`src/rtl/io_stall_ctrl_if.sv`:
```
// Bundles the io_stall_ctrl handshake signals: decoder strobes and board I/O
// coming in, and PC/register-file/display control going out.
//   master : control unit / board side, drives the strobes and I/O words
//   slave  : io_stall_ctrl, drives pc_en, the IN write-back and the display latch
interface io_stall_ctrl_if #(
  parameter int DATA_W = 32,
  parameter int CNT_W  = 16
);
  logic              inop;
  logic              outop;
  logic              sleep;
  logic [DATA_W-1:0] in_data;
  logic              in_valid;
  logic [DATA_W-1:0] out_data;
  logic              resume;
  logic              pc_en;
  logic              in_ack;
  logic              rd_we;
  logic [DATA_W-1:0] rd_data;
  logic [DATA_W-1:0] out_reg;
  logic              out_valid;
  logic              halted;
  logic [CNT_W-1:0]  stall_cycles;

  modport master (
    output inop, outop, sleep, in_data, in_valid, out_data, resume,
    input  pc_en, in_ack, rd_we, rd_data, out_reg, out_valid, halted, stall_cycles
  );

  modport slave (
    input  inop, outop, sleep, in_data, in_valid, out_data, resume,
    output pc_en, in_ack, rd_we, rd_data, out_reg, out_valid, halted, stall_cycles
  );
endinterface

```
`src/rtl/io_stall_ctrl.sv`:
```
// Stall sequencer for the IN, OUT and STOP instructions.
//   IN   : hold the PC until an input word arrives, then write it back.
//   OUT  : latch the value onto the display and hold the PC OUT_HOLD_CYC cycles.
//   STOP : park the core until a resume pulse.
// Ports:
//   clk  : system clock, rising edge
//   rst  : synchronous active-high reset
//   bus  : io_stall_ctrl_if slave (decoder strobes, I/O words, pc_en,
//          rd_we/rd_data, out_reg/out_valid, halted, stall_cycles)
module io_stall_ctrl #(
  parameter int DATA_W       = 32,
  parameter int OUT_HOLD_CYC = 4,
  parameter int CNT_W        = 16
) (
  input  logic           clk,
  input  logic           rst,
  io_stall_ctrl_if.slave bus
);

  localparam int HOLD_W = (OUT_HOLD_CYC > 1) ? $clog2(OUT_HOLD_CYC) : 1;

  typedef enum logic [2:0] {
    S_RUN      = 3'd0,
    S_WAIT_IN  = 3'd1,
    S_IN_WB    = 3'd2,
    S_OUT_HOLD = 3'd3,
    S_HALT     = 3'd4
  } state_t;

  state_t            r_state;
  state_t            w_next;
  logic [HOLD_W-1:0] r_cnt;
  logic [DATA_W-1:0] r_rd_data;
  logic [DATA_W-1:0] r_out_reg;
  logic              r_in_ack;
  logic              r_out_valid;
  logic [CNT_W-1:0]  r_stall;

  logic w_pc_en;
  logic w_rd_we;
  logic w_halted;
  logic w_capture_in;
  logic w_load_out;

  always_comb begin
    w_next       = r_state;
    w_pc_en      = 1'b1;
    w_rd_we      = 1'b0;
    w_halted     = 1'b0;
    w_capture_in = 1'b0;
    w_load_out   = 1'b0;
    case (r_state)
      S_RUN: begin
        w_pc_en = ~(bus.inop | bus.outop | bus.sleep);
        if (bus.sleep) begin
          w_next = S_HALT;
        end else if (bus.inop) begin
          w_next = S_WAIT_IN;
        end else if (bus.outop) begin
          w_load_out = 1'b1;
          w_next     = S_OUT_HOLD;
        end
      end
      S_WAIT_IN: begin
        w_pc_en = 1'b0;
        if (bus.in_valid) begin
          w_capture_in = 1'b1;
          w_next       = S_IN_WB;
        end
      end
      S_IN_WB: begin
        w_rd_we = 1'b1;
        w_next  = S_RUN;
      end
      S_OUT_HOLD: begin
        // The RUN detect cycle is the first stalled cycle, so the counter
        // starts at OUT_HOLD_CYC-1 and the PC is released when it reaches 0.
        w_pc_en = (r_cnt == '0);
        if (r_cnt == '0) w_next = S_RUN;
      end
      S_HALT: begin
        w_halted = 1'b1;
        w_pc_en  = bus.resume;
        if (bus.resume) w_next = S_RUN;
      end
      default: w_next = S_RUN;
    endcase
  end

  always_ff @(posedge clk) begin
    if (rst) begin
      r_state     <= S_RUN;
      r_cnt       <= '0;
      r_rd_data   <= '0;
      r_out_reg   <= '0;
      r_in_ack    <= 1'b0;
      r_out_valid <= 1'b0;
      r_stall     <= '0;
    end else begin
      r_state     <= w_next;
      r_in_ack    <= w_capture_in;
      r_out_valid <= w_load_out;
      if (w_capture_in) r_rd_data <= bus.in_data;
      if (w_load_out) begin
        r_out_reg <= bus.out_data;
        r_cnt     <= HOLD_W'(OUT_HOLD_CYC - 1);
      end else if (r_state == S_OUT_HOLD && r_cnt != '0) begin
        r_cnt <= r_cnt - HOLD_W'(1);
      end
      if (!w_pc_en && r_stall != '1) r_stall <= r_stall + CNT_W'(1);
    end
  end

  assign bus.pc_en        = w_pc_en;
  assign bus.rd_we        = w_rd_we;
  assign bus.halted       = w_halted;
  assign bus.in_ack       = r_in_ack;
  assign bus.rd_data      = r_rd_data;
  assign bus.out_reg      = r_out_reg;
  assign bus.out_valid    = r_out_valid;
  assign bus.stall_cycles = r_stall;

endmodule

```
`src/flat_wrapper.sv`:
```
// flat-port wrapper written by rule: the top's interface ports become plain ports
module io_stall_ctrl_flat 
#(
  parameter int DATA_W       = 32,
  parameter int OUT_HOLD_CYC = 4,
  parameter int CNT_W        = 16
)
  (clk, rst, bus_inop, bus_outop, bus_sleep, bus_in_data, bus_in_valid, bus_out_data, bus_resume, bus_pc_en, bus_in_ack, bus_rd_we, bus_rd_data, bus_out_reg, bus_out_valid, bus_halted, bus_stall_cycles);
  io_stall_ctrl_if #(.DATA_W(DATA_W), .CNT_W(CNT_W)) bus_i ();
  input  logic clk;
  input  logic rst;
  input wire logic [$bits(bus_i.inop)-1:0] bus_inop;
  input wire logic [$bits(bus_i.outop)-1:0] bus_outop;
  input wire logic [$bits(bus_i.sleep)-1:0] bus_sleep;
  input wire logic [$bits(bus_i.in_data)-1:0] bus_in_data;
  input wire logic [$bits(bus_i.in_valid)-1:0] bus_in_valid;
  input wire logic [$bits(bus_i.out_data)-1:0] bus_out_data;
  input wire logic [$bits(bus_i.resume)-1:0] bus_resume;
  output wire logic [$bits(bus_i.pc_en)-1:0] bus_pc_en;
  output wire logic [$bits(bus_i.in_ack)-1:0] bus_in_ack;
  output wire logic [$bits(bus_i.rd_we)-1:0] bus_rd_we;
  output wire logic [$bits(bus_i.rd_data)-1:0] bus_rd_data;
  output wire logic [$bits(bus_i.out_reg)-1:0] bus_out_reg;
  output wire logic [$bits(bus_i.out_valid)-1:0] bus_out_valid;
  output wire logic [$bits(bus_i.halted)-1:0] bus_halted;
  output wire logic [$bits(bus_i.stall_cycles)-1:0] bus_stall_cycles;
  assign bus_i.inop = bus_inop;
  assign bus_i.outop = bus_outop;
  assign bus_i.sleep = bus_sleep;
  assign bus_i.in_data = bus_in_data;
  assign bus_i.in_valid = bus_in_valid;
  assign bus_i.out_data = bus_out_data;
  assign bus_i.resume = bus_resume;
  assign bus_pc_en = bus_i.pc_en;
  assign bus_in_ack = bus_i.in_ack;
  assign bus_rd_we = bus_i.rd_we;
  assign bus_rd_data = bus_i.rd_data;
  assign bus_out_reg = bus_i.out_reg;
  assign bus_out_valid = bus_i.out_valid;
  assign bus_halted = bus_i.halted;
  assign bus_stall_cycles = bus_i.stall_cycles;
  io_stall_ctrl #(.DATA_W(DATA_W), .OUT_HOLD_CYC(OUT_HOLD_CYC), .CNT_W(CNT_W)) u_core (.clk(clk), .rst(rst), .bus(bus_i));
endmodule
```
`config.mk`:
```
export PLATFORM = sky130hd
export DESIGN_NAME = io_stall_ctrl_flat
export DESIGN_NICKNAME = d
export VERILOG_FILES = /design/src/rtl/io_stall_ctrl_if.sv /design/src/rtl/io_stall_ctrl.sv /design/src/flat_wrapper.sv
export SDC_FILE = /design/constraint.sdc
export NUM_CORES = 1
export LEC_CHECK = 0
export ABC_AREA = 1
export BUFFER_PORTS_ARGS = -buffer_cell sky130_fd_sc_hd__buf_4
export CAP_MARGIN = 20
export CORE_MARGIN = 1.5
export CORE_UTILIZATION = 48
export CTS_CLUSTER_SIZE = 40
export DETAILED_ROUTE_END_ITERATION = 8
export MAX_ROUTING_LAYER = met4
export PLACE_DENSITY = 0.81
export SETUP_SLACK_MARGIN = 0.2
export SLEW_MARGIN = 20
export SYNTH_ARGS = -nofsm -noshare
export SYNTH_HDL_FRONTEND = slang
export SYNTH_SLANG_ARGS = --single-unit
```
`constraint.sdc`:
```
create_clock -name clk -period 1.9 [get_ports clk]
set_input_delay 0.19 -clock clk [delete_from_list [all_inputs] [get_ports clk]]
set_output_delay 0.19 -clock clk [all_outputs]
set_load 0.01 [all_outputs]
```
=== After elaboration in Yosys (flattened, before gate mapping) ===
Cells that the tools add are included.

* Equality and inequality tests: 9
* Bitwise gates (word level): 3
* Multiplexer cells: 18
* Reduce and logical (&&, ||, !) cells: 8
* $add $sub $neg: 2

{| class="wikitable"
|+ Operators with widths
! operator !! count
|-
| 3-bit two-way mux || 6
|-
| 16-bit by 1-bit adder with 16-bit output (second input constant) || 1
|-
| 16-bit != test (second input constant) || 1
|-
| 3-bit one-hot mux with 4 select lines || 1
|-
| 1-bit two-way mux || 8
|-
| 3-bit by 2-bit == test with 1-bit output (second input constant) || 2
|-
| 2-bit two-way mux || 2
|-
| 2-bit != test (second input constant) || 2
|-
| 4-bit != test (second input constant) || 1
|-
| 1-bit one-hot mux with 4 select lines || 1
|-
| 4-bit AND reduction || 1
|-
| 2-bit nonzero test || 2
|-
| 3-bit by 1-bit == test with 1-bit output (second input constant) || 1
|-
| 3-bit == test (second input constant) || 1
|-
| 3-bit zero test || 1
|-
| 1-bit logical AND || 2
|-
| 2-bit zero test || 1
|-
| 2-bit by 1-bit != test with 1-bit output (second input constant) || 1
|-
| 1-bit OR || 2
|-
| 2-bit by 1-bit subtractor with 2-bit output (second input constant) || 1
|-
| 1-bit zero test || 1
|-
| 1-bit NOT || 1
|}

* Output and inout bits: 85
* Register bits after elaboration: 87
* Logic and storage cells: 47
* Input port bits: 71

=== Longest topological paths before layout ===
* Depth after elaboration: 6
* Gate-level depth with buffers: 10
* Depth with buffers taken out: 9

=== Least setup slack after synthesis ===
Ideal clock, no wire load.

* Path type: register to register
* From: reg u_core.r_stall[1] (netlist: u_core.bus.stall_cycles[1])
* To: reg u_core.r_stall[9] (netlist: u_core.bus.stall_cycles[9])
* Required time: 1.831 ns
* Buffers on the path: 1
* Library setup time: 0.069 ns
* Data arrival time: 1.490 ns
* Slack: 0.341 ns
* Cell stages (with the launch flop): 11
* Clock period less this slack: 1.559 ns
* Cell sequence: dfxtp_1 ha_1 nand2_1 nor2_2 nand2_4 nor2_8 nand2_4 nand2_4 buf_12 nand2_2 a21oi_2

* Cells in the longest elaborated chain, start to end: 2
* Elaborated cells between the ends (all ways): 3
* Those cells by class: add/sub: 1; eq/ne: 1; reduce/logical: 1

{| class="wikitable"
|+ RTL lines
! element !! RTL line !! RTL
|-
| start, declared || io_stall_ctrl.sv:37 || <nowiki>logic [CNT_W-1:0] r_stall;</nowiki>
|-
| start signal, assigned || io_stall_ctrl.sv:110 || <nowiki>if (!w_pc_en && r_stall != '1) r_stall <= r_stall + CNT_W'(1);</nowiki>
|-
| branches (longest 2 deep; another with 16-bit by 1-bit adder with 16-bit output) || -- ||
|}

Several ways; the timed one is not identified.
A chain may end at the register's enable or synchronous reset.

=== Worst setup path after layout ===
* From: reg u_core.r_cnt[0]
* To: reg u_core.r_stall[12] (netlist: u_core.bus.stall_cycles[12])

* Cells in the longest elaborated chain, start to end: 4

{| class="wikitable"
|+ RTL lines
! element !! RTL line !! RTL
|-
| start, declared || io_stall_ctrl.sv:32 || <nowiki>logic [HOLD_W-1:0] r_cnt;</nowiki>
|-
| start signal, assigned || io_stall_ctrl.sv:106 || <nowiki>r_cnt <= HOLD_W'(OUT_HOLD_CYC - 1);</nowiki>
|-
| start signal, assigned || io_stall_ctrl.sv:108 || <nowiki>r_cnt <= r_cnt - HOLD_W'(1);</nowiki>
|-
| 2-bit zero test || io_stall_ctrl.sv:78 || <nowiki>w_pc_en = (r_cnt == '0);</nowiki>
|-
| 1-bit one-hot mux with 4 select lines || io_stall_ctrl.sv:52 || <nowiki>case (r_state)</nowiki>
|-
| 1-bit zero test || io_stall_ctrl.sv:110 ||
|-
| 1-bit logical AND || io_stall_ctrl.sv:110 ||
|}

Every way passes these cells.

==> results.yml <==
place:
  io_buffers: 155
  hpwl_um: 7013
  numPlacedInstances: 734
  pre_cts_slack_ns: 0.2731
  globalplace.congestion: 0.8610
floorplan:
  die-area_um2: 8169
  rows: 31
  die_h_um: 90.38
  die_w_um: 90.38
  start_util_pct: 49.99
  core_area_um2: 7331
  io_pins: 156
synthesis:
  synth_seq_cells: 87
  ys_async_sr_fraction_pct: 0
  synth.top_cell.area_share_pct: 47.52
  syn_avg_cell_area_um2: 7.389
  synth_cell_types: 27
  yosys-top-cells-area: "dfxtp_1, o21ai_0, nor2_1"
  syn_area_um2: 3665
  yosys_most_used_dff: "dfxtp_1"
  yosys.area.top_type: "dfxtp_1"
  syn_inst: 496
  synthXorXnorAreaFrac_pct: 0.9560
  synth_top_family_by_area: "simple AND/OR/NAND/NOR gates"
  ys_seq_area_share_pct: 47.52
  synth_compound_area_share_pct: 18.03
  yosys.area_share.simple_pct: 24.34
  synth_common_cells: "nor2_1, dfxtp_1, o21ai_0, nand2_1, inv_1"
  synth_fa_ha_area_share_pct: 0.6828
  synth.mux.area_fraction_pct: 0
  syn-num-nets: 569
  synth.most_common_cell: "nor2_1"
  yosysWarnings: 0
  synth_edf_count: 0
run_status:
  outcome: "finished clean"
setup_path:
  path_cells: "inv_1 -> ha_1 -> o21ai_2 -> nand2_2 -> nor2_4 -> buf_4 -> nand2_1 -> o21ai_0 -> nor2_1"
  crit_path_end_kind: "flip-flop"
  worstSetupPathType: "reg -> reg"
  path_max_fanout: 8
  slowest_delay_ns: 0.33
  startpoint: "u_core.r_cnt[0]"
  r2r_start: "u_core.r_cnt[0]"
  cp_num_buf_inv: 2
  crit_path_start_kind: "flip-flop"
  cp.required_ns: 2.14
  critPathArrivalTime_ns: 1.86
  crit_family: "simple AND/OR/NAND/NOR gates"
  crit_slowest_cell: "dfxtp_2"
clock_tree:
  cts.sinks: 87
  h-tree-depth: 3
  path_clk_slew_ns: 0.10
  cts_tree: "done"
  insertion_delay_ns: 0.36
  numCtsBuffers: 9
  cts_buffer_depth: 2
  clockRootBuffer: "clkbuf_8"
timing:
  max_slew_margin_pct: 78.49
  worst_slack_ns: 0.2830
  period_needed_ns: 1.617
  max_freq_ghz: 0.6184
  rsz0062_at_grt: "yes"
  tightest_slew_ns: 0.3227
  fin_crit_sh_pct: 85.10
  skew_ns: 0.01425
  finalSetupViolations: 0
  hold_viol: 0
  slew_violations: 0
  timing.hold.ws_ns: 0.07796
  setup-tns-final_ns: 0
power_and_ir_drop:
  p_leak_nw: 2.278
  irDropWorstVdd_v: 0.0005187
  power.density_nw_per_um2: 868.1
final_layout:
  syn_to_final_growth_pct: 41.52
  n_fill_cell: 594
  drive_gt1_share_pct: 33.89
  layout.nets: 723
  insertedDiodeCount: 0
  fin_cells: 754
routing:
  wirelength_um: 9745
  viasPerCell: 4.979
  drt-initial-drc-count: 138
  wl_per_cell_um: 12.92
  drt-pass1-iter-count: 4
  num_vias: 3754
  drc: 0
  ant_nets: 0
global_routing:
  grtUsageTotal_pct: 24.32
  met2_usage_pct: 39.46
  met3_usage_pct: 5.135
  grt.busiest_layer: "met2"
  grt_max_degree: 66
  use_met1_pct: 29.18
  grt_pass1_wl_um: 15710
  grt_pass1_vias: 3387
  grt-ovfl-total: 0
  antenna_found_initial: 0
worst_hold_path:
  hp-class: "in -> reg"
  hp-start: "bus_out_data[21]"
run:
  cap_violations: 0
-- final timing paths --
kind | to | slack, ns | depth (start not counted)
min reg2reg | u_core.bus.rd_data[25] | 0.45 | 2
min | u_core.bus.out_reg[21] | 0.08 | 3
max reg2reg | u_core.bus.stall_cycles[12] | 0.28 | 9
max | u_core.bus.stall_cycles[12] | 0.28 | 9
-- cell type report --
type / count / area [um^2] / area share (%)
Multi-Input combinational cell: 333 / 1673 / 32.26
Timing Repair Buffer: 165 / 1259 / 24.27
Sequential cell: 87 / 1745 / 33.65
Tap cell: 99 / 123.9 / 2.388
Clock inverter: 5 / 41.29 / 0.7961
Inverter: 54 / 202.7 / 3.908
Clock buffer: 11 / 141.4 / 2.726
-- layer usage --
layer,vias to the layer above,part of all wire [%]
li1,1886,-
met1,1695,42
met2,147,49
met3,26,5.7
met4,0,3.0
met5,-,0
-- kinds of logic after synthesis --
| family | Yosys count |
|---|---|
| AND/OR/NAND/NOR | 201 |
| XOR/XNOR | 4 |
| buffers and inverters | 77 |
| adder cells (fa/ha/maj) | 2 |
| AO/OA/AOI/OAI | 125 |
| flip-flops | 87 |
-- metrics by stage --
step                      utilization [%]  power, mW  instance area (um^2)
after floorplan                         -      2.748                  3665
after global placement              67.04      3.184                  4915
after detailed placement            67.04      3.224                  4915
after CTS                           69.60      4.411                  5102
after global routing                70.75      4.763                  5186
final                               70.75      4.502                  5186
-- layout by cell type, fill, tap and decap left out, drive strengths merged --
cell type,Yosys,final
dfxtp,87,87
nor3,2,2
o21ai,77,77
a31oi,1,1
clkinvlp,0,2
nand2,73,74
xnor2,2,2
clkbuf,17,11
clkinv,0,2
buf,6,165
nor2,104,104
nand3b,4,4
inv,54,55
ha,2,2
xor2,2,2
a21oi,47,47
nand4,3,3
nand3,15,15
-- tightest hold or removal path, delay by kind of cell --
kind,cells,cell delay (ns)
compound gates,1,0.07
buf+inv,1,0.08
simple gates,1,0.07
-- power breakdown --
part           switching [mW]  total [mW]  internal, mW
Sequential              0.128        2.13          2.00
Clock                   0.678        1.20         0.521
Combinational           0.625        1.18         0.552
-- repair_timing --
action,CTS,global route
hold buffers,0,0
endpoints found under the setup margin,1,40
cloned,0,1
resized for setup,1,13
pin swaps,0,4
hold endpoints to repair,0,0
buffers inserted,0,3
(Power assumes the default switching activity.)
